===== config.mk =====
export PLATFORM = sky130hd
export DESIGN_NAME = bsearch_sequencer
export DESIGN_NICKNAME = d
export VERILOG_FILES = /design/src/rtl/bsearch_sequencer.sv
export SDC_FILE = /design/constraint.sdc
export NUM_CORES = 1
export LEC_CHECK = 0
export ABC_AREA = 1
export CORE_MARGIN = 5
export CORE_UTILIZATION = 45
export DETAILED_ROUTE_END_ITERATION = 7
export PLACE_DENSITY_LB_ADDON = 0.1
export SLEW_MARGIN = 15
export SYNTH_ARGS = -nofsm -noshare
export SYNTH_HDL_FRONTEND = slang
export SYNTH_SLANG_ARGS = --single-unit

===== constraint.sdc =====
create_clock -name clk -period 3.1 [get_ports clk]
set_clock_uncertainty 0.05 [all_clocks]
set_input_delay 0.465 -clock clk [delete_from_list [all_inputs] [get_ports clk]]
set_output_delay 0.465 -clock clk [all_outputs]
set_load 0.005 [all_outputs]

===== src/rtl/bsearch_sequencer.sv =====
// Binary-search engine over an ascending-sorted synchronous-read RAM.
// Owns the search bounds, drives the RAM address and waits out the read latency before each compare.
module bsearch_sequencer #(
   parameter int ADDR_W = 5,
   parameter int DATA_W = 8,
   parameter int RD_LAT = 1
) (
   input  logic              clk,
   input  logic              reset,
   input  logic              start,
   input  logic [DATA_W-1:0] target,
   output logic [ADDR_W-1:0] ram_addr,
   input  logic [DATA_W-1:0] ram_rdata,
   output logic              busy,
   output logic              done,
   output logic              found,
   output logic [ADDR_W-1:0] index,
   output logic [ADDR_W:0]   probes
);

   typedef enum logic [2:0] {IDLE, CALC, WAIT, CMP, DONE} state_t;

   localparam logic [1:0]    LAT     = 2'(RD_LAT);
   localparam logic [ADDR_W:0] ONE   = (ADDR_W+1)'(1);
   localparam logic [ADDR_W:0] TOP   = {1'b0, {ADDR_W{1'b1}}};

   state_t              state;
   logic [DATA_W-1:0]   targetReg;
   logic [ADDR_W:0]     lower;
   logic [ADDR_W:0]     upper;
   logic [ADDR_W-1:0]   mid;
   logic [1:0]          waitCnt;
   logic [ADDR_W:0]     midSum;
   logic [ADDR_W-1:0]   midCalc;

   // Bounds are one bit wider than the address so lower=2^ADDR_W and upper=-1 stay distinct.
   assign midSum  = lower + upper;
   assign midCalc = midSum[ADDR_W:1];

   always_ff @(posedge clk) begin
      if (reset) begin
         state     <= IDLE;
         targetReg <= '0;
         lower     <= '0;
         upper     <= '0;
         mid       <= '0;
         waitCnt   <= '0;
         ram_addr  <= '0;
         busy      <= 1'b0;
         done      <= 1'b0;
         found     <= 1'b0;
         index     <= '0;
         probes    <= '0;
      end else begin
         case (state)
            IDLE: begin
               done <= 1'b0;
               if (start) begin
                  targetReg <= target;
                  lower     <= '0;
                  upper     <= TOP;
                  found     <= 1'b0;
                  index     <= '0;
                  probes    <= '0;
                  busy      <= 1'b1;
                  state     <= CALC;
               end
            end
            CALC: begin
               if (lower > upper) begin
                  found <= 1'b0;
                  index <= '0;
                  busy  <= 1'b0;
                  done  <= 1'b1;
                  state <= DONE;
               end else begin
                  mid      <= midCalc;
                  ram_addr <= midCalc;
                  waitCnt  <= LAT;
                  state    <= WAIT;
               end
            end
            WAIT: begin
               waitCnt <= waitCnt - 2'd1;
               if (waitCnt == 2'd1) begin
                  state <= CMP;
               end
            end
            CMP: begin
               probes <= probes + ONE;
               if (ram_rdata == targetReg) begin
                  found <= 1'b1;
                  index <= mid;
                  busy  <= 1'b0;
                  done  <= 1'b1;
                  state <= DONE;
               end else if (ram_rdata < targetReg) begin
                  lower <= {1'b0, mid} + ONE;
                  state <= CALC;
               end else if (mid == '0) begin
                  // Nothing below address 0: stop here rather than wrap upper.
                  found <= 1'b0;
                  index <= '0;
                  busy  <= 1'b0;
                  done  <= 1'b1;
                  state <= DONE;
               end else begin
                  upper <= {1'b0, mid} - ONE;
                  state <= CALC;
               end
            end
            DONE: begin
               if (!start) begin
                  done  <= 1'b0;
                  state <= IDLE;
               end
            end
            default: begin
               busy  <= 1'b0;
               done  <= 1'b0;
               state <= IDLE;
            end
         endcase
      end
   end

endmodule


==> results of run 1 <==
==> worst paths after layout <==
check	from	endpoint	slack, ns	depth (start not counted)
worst min-delay path	targetReg[6]	targetReg[6]	0.41	2
worst min register to register	targetReg[6]	targetReg[6]	0.41	2
worst max register to register	upper[3]	index[4]	0.96	10
worst max-delay path	upper[3]	index[4]	0.96	10
==> power breakdown <==
part / total [mW] / internal, mW / switching [mW] / leakage, nW
Combinational: 0.984 / 0.378 / 0.606 / 0.917
Clock: 0.606 / 0.403 / 0.203 / 0.0784
Sequential: 0.807 / 0.691 / 0.116 / 0.360
==> registers in the layout (all words and copies together) (netlist names) <==
name / count
found: 1
index: 5
probes: 6
upper: 6
done: 1
lower: 6
targetReg: 8
busy: 1
state: 3
mid: 5
waitCnt: 2
==> worst max-delay path: stages, from the launching register on <==
cell and delay (ns):
dfxtp_1 0.34, inv_1 0.06, ha_1 0.37, nand2_1 0.07, nor2_1 0.12, nand3_1 0.16, a21boi_2 0.47, nor2_1 0.10
nand2_2 0.14, nand2_1 0.06, a21oi_1 0.13
==> cells by family after synthesis <==
kind of cell    share of synthesized area [%]
simple gates                            24.93
compound gates                          14.08
xor+xnor                                2.786
flops                                   35.02
fa+ha+maj                               12.74
buf+inv                                 10.45
==> Yosys cell counts, drive strengths merged <==
cell type	number
nand2	84
inv	52
dfxtp	44
a21oi	40
nor2	28
ha	24
nand3	23
o21ai	19
xor2	7
buf	6
nand4	6
nor3	6
clkbuf	5
clkinv	2
o211ai	2
a211oi	1
a21boi	1
a21o	1
a31oi	1
fa	1
nor4	1
o31ai	1
xnor2	1
==> final cells by class <==
| cell class | instances | area, sq um |
|---|---|---|
| Clock inverter | 3 | 90.09 |
| Sequential cell | 44 | 880.8 |
| Tap cell | 72 | 90.09 |
| Fill cell | 526 | 2390 |
| Inverter | 54 | 203.9 |
| Multi-Input combinational cell | 247 | 1371 |
| Timing Repair Buffer | 38 | 377.9 |
| Clock buffer | 5 | 68.82 |
==> stage by stage <==
| stage | total power, mW | cell area [sq um] | util (%) |
|---|---|---|---|
| after floorplan | 1.545 | 2515 | - |
| after global placement | 1.797 | 2924 | 53.43 |
| after detailed placement | 1.804 | 2924 | 53.43 |
| after CTS | 2.418 | 3083 | 56.33 |
| after global routing | 2.634 | 3083 | 56.33 |
| final | 2.397 | 3083 | 56.33 |
==> metal layers <==
layer / global-route usage [%] / vias up / routed length (um)
li1: - / 1212 / -
met1: 24.72 / 972 / 2940
met2: 25.77 / 48 / 2358
met3: 4.907 / 5 / 311
met4: 3.165 / 0 / 53
met5: 0 / - / 0
==> metrics.cfg, run 1 <==
[global_routing]
grt_pass1_wl_um = 10180
grt_pass1_vias = 2135
grt.overflow.total = 0
antenna_found_initial = 0
grt_use_total_pct = 17.19
grt_max_degree = 25

[sta]
finalCriticalPeriod_ns = 2.142
relSlewSlack_pct = 50.74
max_clock_freq_mhz = 466.8
tightest_slew_ns = 0.7381
rsz0062_at_grt = no
setup_viol = 0
fin_crit_sh_pct = 69.10
fin_hold_ws_ns = 0.4123
slew_violations = 0
fin_setup_tns_ns = 0
hold_viol_final = 0
fin_ws_ns = 0.9580

[status]
outcome = complete, no violations

[floorplan]
start_util_pct = 45.95
core_sq_mm = 0.005473
die-height_um = 84.76
die_area_sq_mm = 0.007183
rows = 27
die_w_um = 84.76
ios = 38

[drt]
postRouteAntennaNets = 0
routedWlPerCell_um = 12.24
drtPass1Iterations = 4
vias_per_cell = 4.832
dr_total_vias = 2237
drc_errors = 0
drtIter0Drc = 126
wl_um = 5665

[synthesis]
ys_seq_elements = 44
yosysTopAreaCellShare_pct = 35.02
synthTopCellsByArea = dfxtp_1, nand2_1, ha_1
ys_seq_area_share_pct = 35.02
synth_area_sq_mm = 0.002515
synth_cells = 356
yosysTopAreaCell = dfxtp_1
synth_warnings = 0
synth_fp_nets = 400
synth_cell_types = 32
avgSynthCellArea_sq_um = 7.064

[clocking]
h-tree-depth = 2
root_buffer = clkbuf_8
clock_sinks = 44
cts.path.max_buffers = 2
clk-insertion-delay-late_ns = 0.30
cts_buffers = 5
cts_tree = built
clk_pin_slew_ns = 0.08
postCtsSetupBuffers = 0
post_cts_resize_count = 0
cts_hold_buf = 0

[pwr]
leakagePower_nw = 1.355
p_per_area_mw_per_mm2 = 777.4
ir_worst_vdd_v = 0.0003527

[finish]
mostFrequentLayoutCell = nand2_1
finalNetCount = 434
fin_cells = 463
n_antenna_cell = 0
drive_gt1_share_pct = 4.092
final_cell_mix = nand2_1, inv_1, dfxtp_1
area_growth_pct = 22.59

[placed_design]
globalplace.congestion = 0.8001
numPortBuffers = 37
hpwl_um = 4261
dp_cells = 455
pre_cts_ws_ns = 0.7596

[setup_path]
start_kind = flip-flop
cp_max_fo = 11
worstSetupPathType = reg -> reg
worstPathArrival_ns = 2.32
endpoint_kind = flip-flop
critPathRequiredTime_ns = 3.28

[flow_run]
cap_violations = 0

[min_path]
hp-class = reg -> reg

(Power assumes the default switching activity.)
==> run 2: changes to the inputs <==
clock period = 2 ns   (was 3.1 ns; I/O delays follow)
==> run 2 against run 1 <==
Effect of this change:
- sequential cell count stayed put
- non-clock buffer count is 14 higher
- global-route usage hardly changed
- final cell count is 3.0% higher
- critical endpoint is now busy
- clock-buffer cell count is 3 higher
- clock power is 3% lower
- setup slack worse by 0.79 ns
==> metrics.cfg, run 2 (synthesis gave the netlist of run 1 again) <==
[floorplan]
start_util_pct = 45.95
die-height_um = 84.76
rows = 27
ios = 38
core_sq_mm = 0.005473
die_w_um = 84.76
die_area_sq_mm = 0.007183

[status]
outcome = complete, no violations

[finish]
fillers = 541
fin_cells = 477
drive_gt1_share_pct = 8.642
largest_reg_flops = 8
top_register = targetReg
n_antenna_cell = 0
area_growth_pct = 25.12
finalNetCount = 448
final_cell_mix = nand2_1, inv_1, dfxtp_1
mostFrequentLayoutCell = nand2_1

[drt]
vias_per_cell = 4.904
drtPass1Iterations = 4
drc_errors = 0
drtIter0Drc = 98
wl_um = 5914
dr_total_vias = 2339
postRouteAntennaNets = 0
routedWlPerCell_um = 12.40

[clocking]
clock_sinks = 44
cts_tree = built
root_buffer = clkbuf_8
clk-insertion-delay-late_ns = 0.30
cts_buffers = 5
cts_hold_buf = 0
cts.path.max_buffers = 2
postCtsSetupBuffers = 0
clk_pin_slew_ns = 0.09
h-tree-depth = 2

[setup_path]
worstSetupPathType = reg -> reg
start_kind = flip-flop
critPathRequiredTime_ns = 2.15
endpoint_kind = flip-flop
worstReg2RegStart = upper[2]
timing.reg2reg.setup_slack_ns = 0.17
reg2reg_depth = 13
worstPathArrival_ns = 1.98
cp_max_fo = 5
r2r_end = busy

[min_path]
hold-path-endpoint = targetReg[4]
hp-class = reg -> reg
whs_path_depth = 2
hold_path.startpoint = targetReg[4]

[global_routing]
grt.overflow.total = 0
grt_pass1_wl_um = 10120
top_usage_layer = met2
grt_pass1_vias = 2142
use_met1_pct = 24.27
grt_use_total_pct = 17.22
grt_max_degree = 21
antenna_found_initial = 0
grtUsageMet2_pct = 25.98
met3_usage_pct = 4.318

[sta]
hold_viol_final = 0
rsz0062_at_grt = yes
fin_crit_sh_pct = 91.56
slew_violations = 0
setup_viol = 0
fin_hold_ws_ns = 0.4083
tightest_slew_ns = 0.3047
fin_setup_tns_ns = 0
finalCriticalPeriod_ns = 1.831
fin_ws_ns = 0.1687
max_clock_freq_mhz = 546.1
relSlewSlack_pct = 79.67

[pwr]
total_power_mw = 3.529
ir_worst_vdd_v = 0.0008422
leakagePower_nw = 1.397
p_per_area_mw_per_mm2 = 1121

[placed_design]
numPortBuffers = 37
globalplace.congestion = 0.8271
hpwl_um = 4506
pre_cts_ws_ns = -0.1602
dp_cells = 469

[flow_run]
cap_violations = 0

## run 2: cell types whose count changed in the layout (fill, tap and decap cells not counted)
| cell | before | now |
|---|---|---|
| buf_4 | 1 | 15 |
| inv_2 | 0 | 1 |
| nand2_1 | 82 | 81 |
| inv_1 | 52 | 51 |
| bufinv_16 | 3 | 0 |
| nor2_2 | 0 | 3 |
| clkbuf_8 | 5 | 6 |
| clkbuf_1 | 0 | 2 |
| nor2_1 | 27 | 24 |
| nand3_2 | 1 | 2 |
| ha_1 | 24 | 23 |
| nand2_2 | 2 | 3 |
| ha_4 | 0 | 1 |
| nand3_1 | 22 | 21 |
## run 2: final cells by class
cell class | count | area, sq um | share of cell area (%)
multi-input combinational | 247 | 1399 | 44.45
sequential | 44 | 880.8 | 27.99
timing repair buffer | 52 | 483.0 | 15.35
inverter | 54 | 203.9 | 6.481
clock buffer | 8 | 90.09 | 2.863
tap | 72 | 90.09 | 2.863
## run 2: how the worst max path moves through the flow
stage                       startpoint  endpoint  slack [ns]  cells after the start
final                         upper[2]      busy        0.17                     13
after global routing          upper[2]      busy       -0.03                     13
after CTS                     upper[4]      busy        0.06                     13
after detailed placement  ram_rdata[7]  lower[3]       -0.16                     10
after global placement    ram_rdata[7]  lower[2]       -0.13                      9
after floorplan               upper[3]      busy        0.35                     13
## run 2: report_power, final
part           total (mW)  switching [mW]  internal (mW)
clock network       0.589           0.306          0.282
logic                1.76            1.06          0.702
registers            1.18           0.109           1.07
## run 2: through the flow
step | cell area [sq um] | utilization [%]
detailed placement | 3029 | 55.35
finish | 3147 | 57.50
floorplan | 2515 | -
global route | 3147 | 57.50
CTS | 3119 | 57.00
global placement | 3029 | 55.35
## run 2: worst max-delay path, stage by stage, from the launching register on
cell     delay (ns)
dfxtp_1        0.34
inv_1          0.06
ha_1           0.35
nand2_1        0.09
nor2_2         0.10
nand2_1        0.09
nand3_2        0.10
nand2_1        0.07
nand2_2        0.11
nand3_1        0.10
nor2_2         0.11
nand2_1        0.06
nand2_1        0.05
nor2_1         0.04
## run 2: repair_timing
item / CTS / global route
setup endpoints to repair: 0 / 20
hold endpoints to repair: 0 / 0
gates resized for setup: 0 / 7
## run 2: metal layers
metal / wire length (um) / up-vias
li1: - / 1237
met3: 251 / 8
met1: 3035 / 1056
met2: 2548 / 38
met5: 0 / -
met4: 79 / 0
==> run 3: changes to the inputs <==
CORE_UTILIZATION = 54   (was 45)
GPL_TIMING_DRIVEN = 0   (was unset)
==> run 3 against run 2 <==
Effect of this change:
- clock power hardly changed
- utilization increased by 12 points
- via count hardly changed
- final cell count shrank 5.0%
- combinational power about the same
- routed wire length up 0.46%
- setup slack worse by 0.050 ns
- sequential power about the same
==> metrics.cfg, run 3 (synthesis gave the netlist of run 1 again) <==
[placed_design]
numPortBuffers = 37
hpwl_um = 4438
globalplace.congestion = 0.9017

[sta]
hold_viol_final = 0
tightest_slew_ns = 0.5433
setup_viol = 0
relSlewSlack_pct = 63.78
slew_violations = 0
fin_hold_ws_ns = 0.4108
rsz0062_at_grt = no
fin_crit_sh_pct = 94.04
max_clock_freq_mhz = 531.7
finalCriticalPeriod_ns = 1.881

[global_routing]
grt_use_total_pct = 20.07
grt_pass1_vias = 2253
grt.overflow.total = 0
grt_pass1_wl_um = 10010
grt_max_degree = 14
antenna_found_initial = 0

[pwr]
total_power_mw = 3.517
p_per_area_mw_per_mm2 = 1138
ir_worst_vdd_v = 0.0008618
leakagePower_nw = 1.358

[clocking]
cts.path.max_buffers = 2
cts_buffers = 5
clk-insertion-delay-late_ns = 0.30
cts_tree = built
root_buffer = clkbuf_8
clk_pin_slew_ns = 0.08
cts_hold_buf = 0
clock_sinks = 44
h-tree-depth = 2

[finish]
fillers = 397
final_cell_mix = nand2_1, inv_1, dfxtp_1
top_register = targetReg
multi_input_area_sq_mm = 0.001416
regArea_sq_um = 880.8
mostFrequentLayoutCell = nand2_1
area_growth_pct = 22.84
n_antenna_cell = 0
drive_gt1_share_pct = 7.481
largest_reg_flops = 8
finalNetCount = 444

[setup_path]
cp_max_fo = 10
crit_end = upper[2]
reg2reg_depth = 9
worstReg2RegStart = upper[2]
r2r_end = mid[1]
worstSetupPathType = in -> reg
endpoint_kind = flip-flop
crit_start = ram_rdata[7]
start_kind = input port
timing.reg2reg.setup_slack_ns = 0.19
worstPathArrival_ns = 2.02
critPathRequiredTime_ns = 2.13

[floorplan]
rows = 24
ios = 38
start_util_pct = 56.59
die_area_sq_mm = 0.006122
die_w_um = 78.25
core_sq_mm = 0.004444
die-height_um = 78.25

[drt]
drc_errors = 0
wl_um = 5941
drtIter0Drc = 136
vias_per_cell = 5.168
dr_total_vias = 2341
drtPass1Iterations = 4
postRouteAntennaNets = 0
routedWlPerCell_um = 13.11

[status]
outcome = complete, no violations

[flow_run]
cap_violations = 0

[min_path]
hp-class = reg -> reg
hold_path.startpoint = targetReg[7]

-- run 3: changes by cell type in the layout (fill, tap and decap cells not counted), sizes merged --
| cell | previous run | this run |
|---|---|---|
| clkinvlp | 0 | 1 |
| buf | 15 | 6 |
| clkbuf | 8 | 12 |
-- run 3: per-layer routing --
metal / vias to the layer above / share of wire [%] / routed length [um] / track usage (%)
met4: 0 / 0.79 / 47 / 4.371
met3: 6 / 5.4 / 322 / 5.378
met2: 48 / 47 / 2770 / 34.08
met5: - / 0 / 0 / 0
met1: 1057 / 47 / 2800 / 25.64
li1: 1230 / - / - / -
-- run 3: worst max-delay path: stages --
cell             delay, ns
clkdlybuf4s50_1       0.41
ha_1                  0.31
nand2_1               0.11
nor2_2                0.06
nand2_1               0.13
nand2_1               0.08
o21ai_2               0.07
nand3_2               0.12
buf_6                 0.16
nor3_1                0.19
nor2_1                0.06
-- run 3: area by class of cell --
type,count,share of cell area [%]
multi-input combinational,247,45.85
sequential,44,28.51
timing repair buffer,37,11.99
inverter,54,6.602
clock buffer,7,2.795
tap,52,2.106
buffer,11,1.904
clock inverter,1,0.2430
-- run 3: through the flow --
stage / setup slack (ns) / setup TNS [ns] / utilization [%] / instances / cell area (sq um)
5_1_grt: 0.003102 / 0 / 69.51 / 453 / 3089
6_report: 0.1192 / 0 / 69.51 / 453 / 3089
2_1_floorplan: 0.3453 / 0 / - / 356 / 2515
3_3_place_gp: -0.1578 / -1.765 / 66.39 / 445 / 2950
4_1_cts: 0.05344 / 0 / 68.50 / 453 / 3044
3_5_place_dp: -0.1632 / -2.209 / 66.39 / 445 / 2950
-- run 3: worst min path at each step --
stage	endpoint	slack, ns	cells after the start
3_3_place_gp	targetReg[2]	0.40	2
2_1_floorplan	targetReg[1]	0.38	2
4_1_cts	targetReg[7]	0.42	2
3_5_place_dp	targetReg[7]	0.40	2
6_report	targetReg[7]	0.41	2
5_1_grt	targetReg[7]	0.44	2
-- run 3: where the power goes --
group | total [mW] | internal (mW) | switching [mW]
combinational | 1.73 | 0.672 | 1.05
clock | 0.586 | 0.281 | 0.305
sequential | 1.20 | 1.07 | 0.133
-- run 3: timing repair --
action | CTS | global route
endpoints found under the hold margin | 0 | 0
buffers inserted | 0 | 0
resized for setup | 0 | 10
endpoints found under the setup margin | 0 | 19
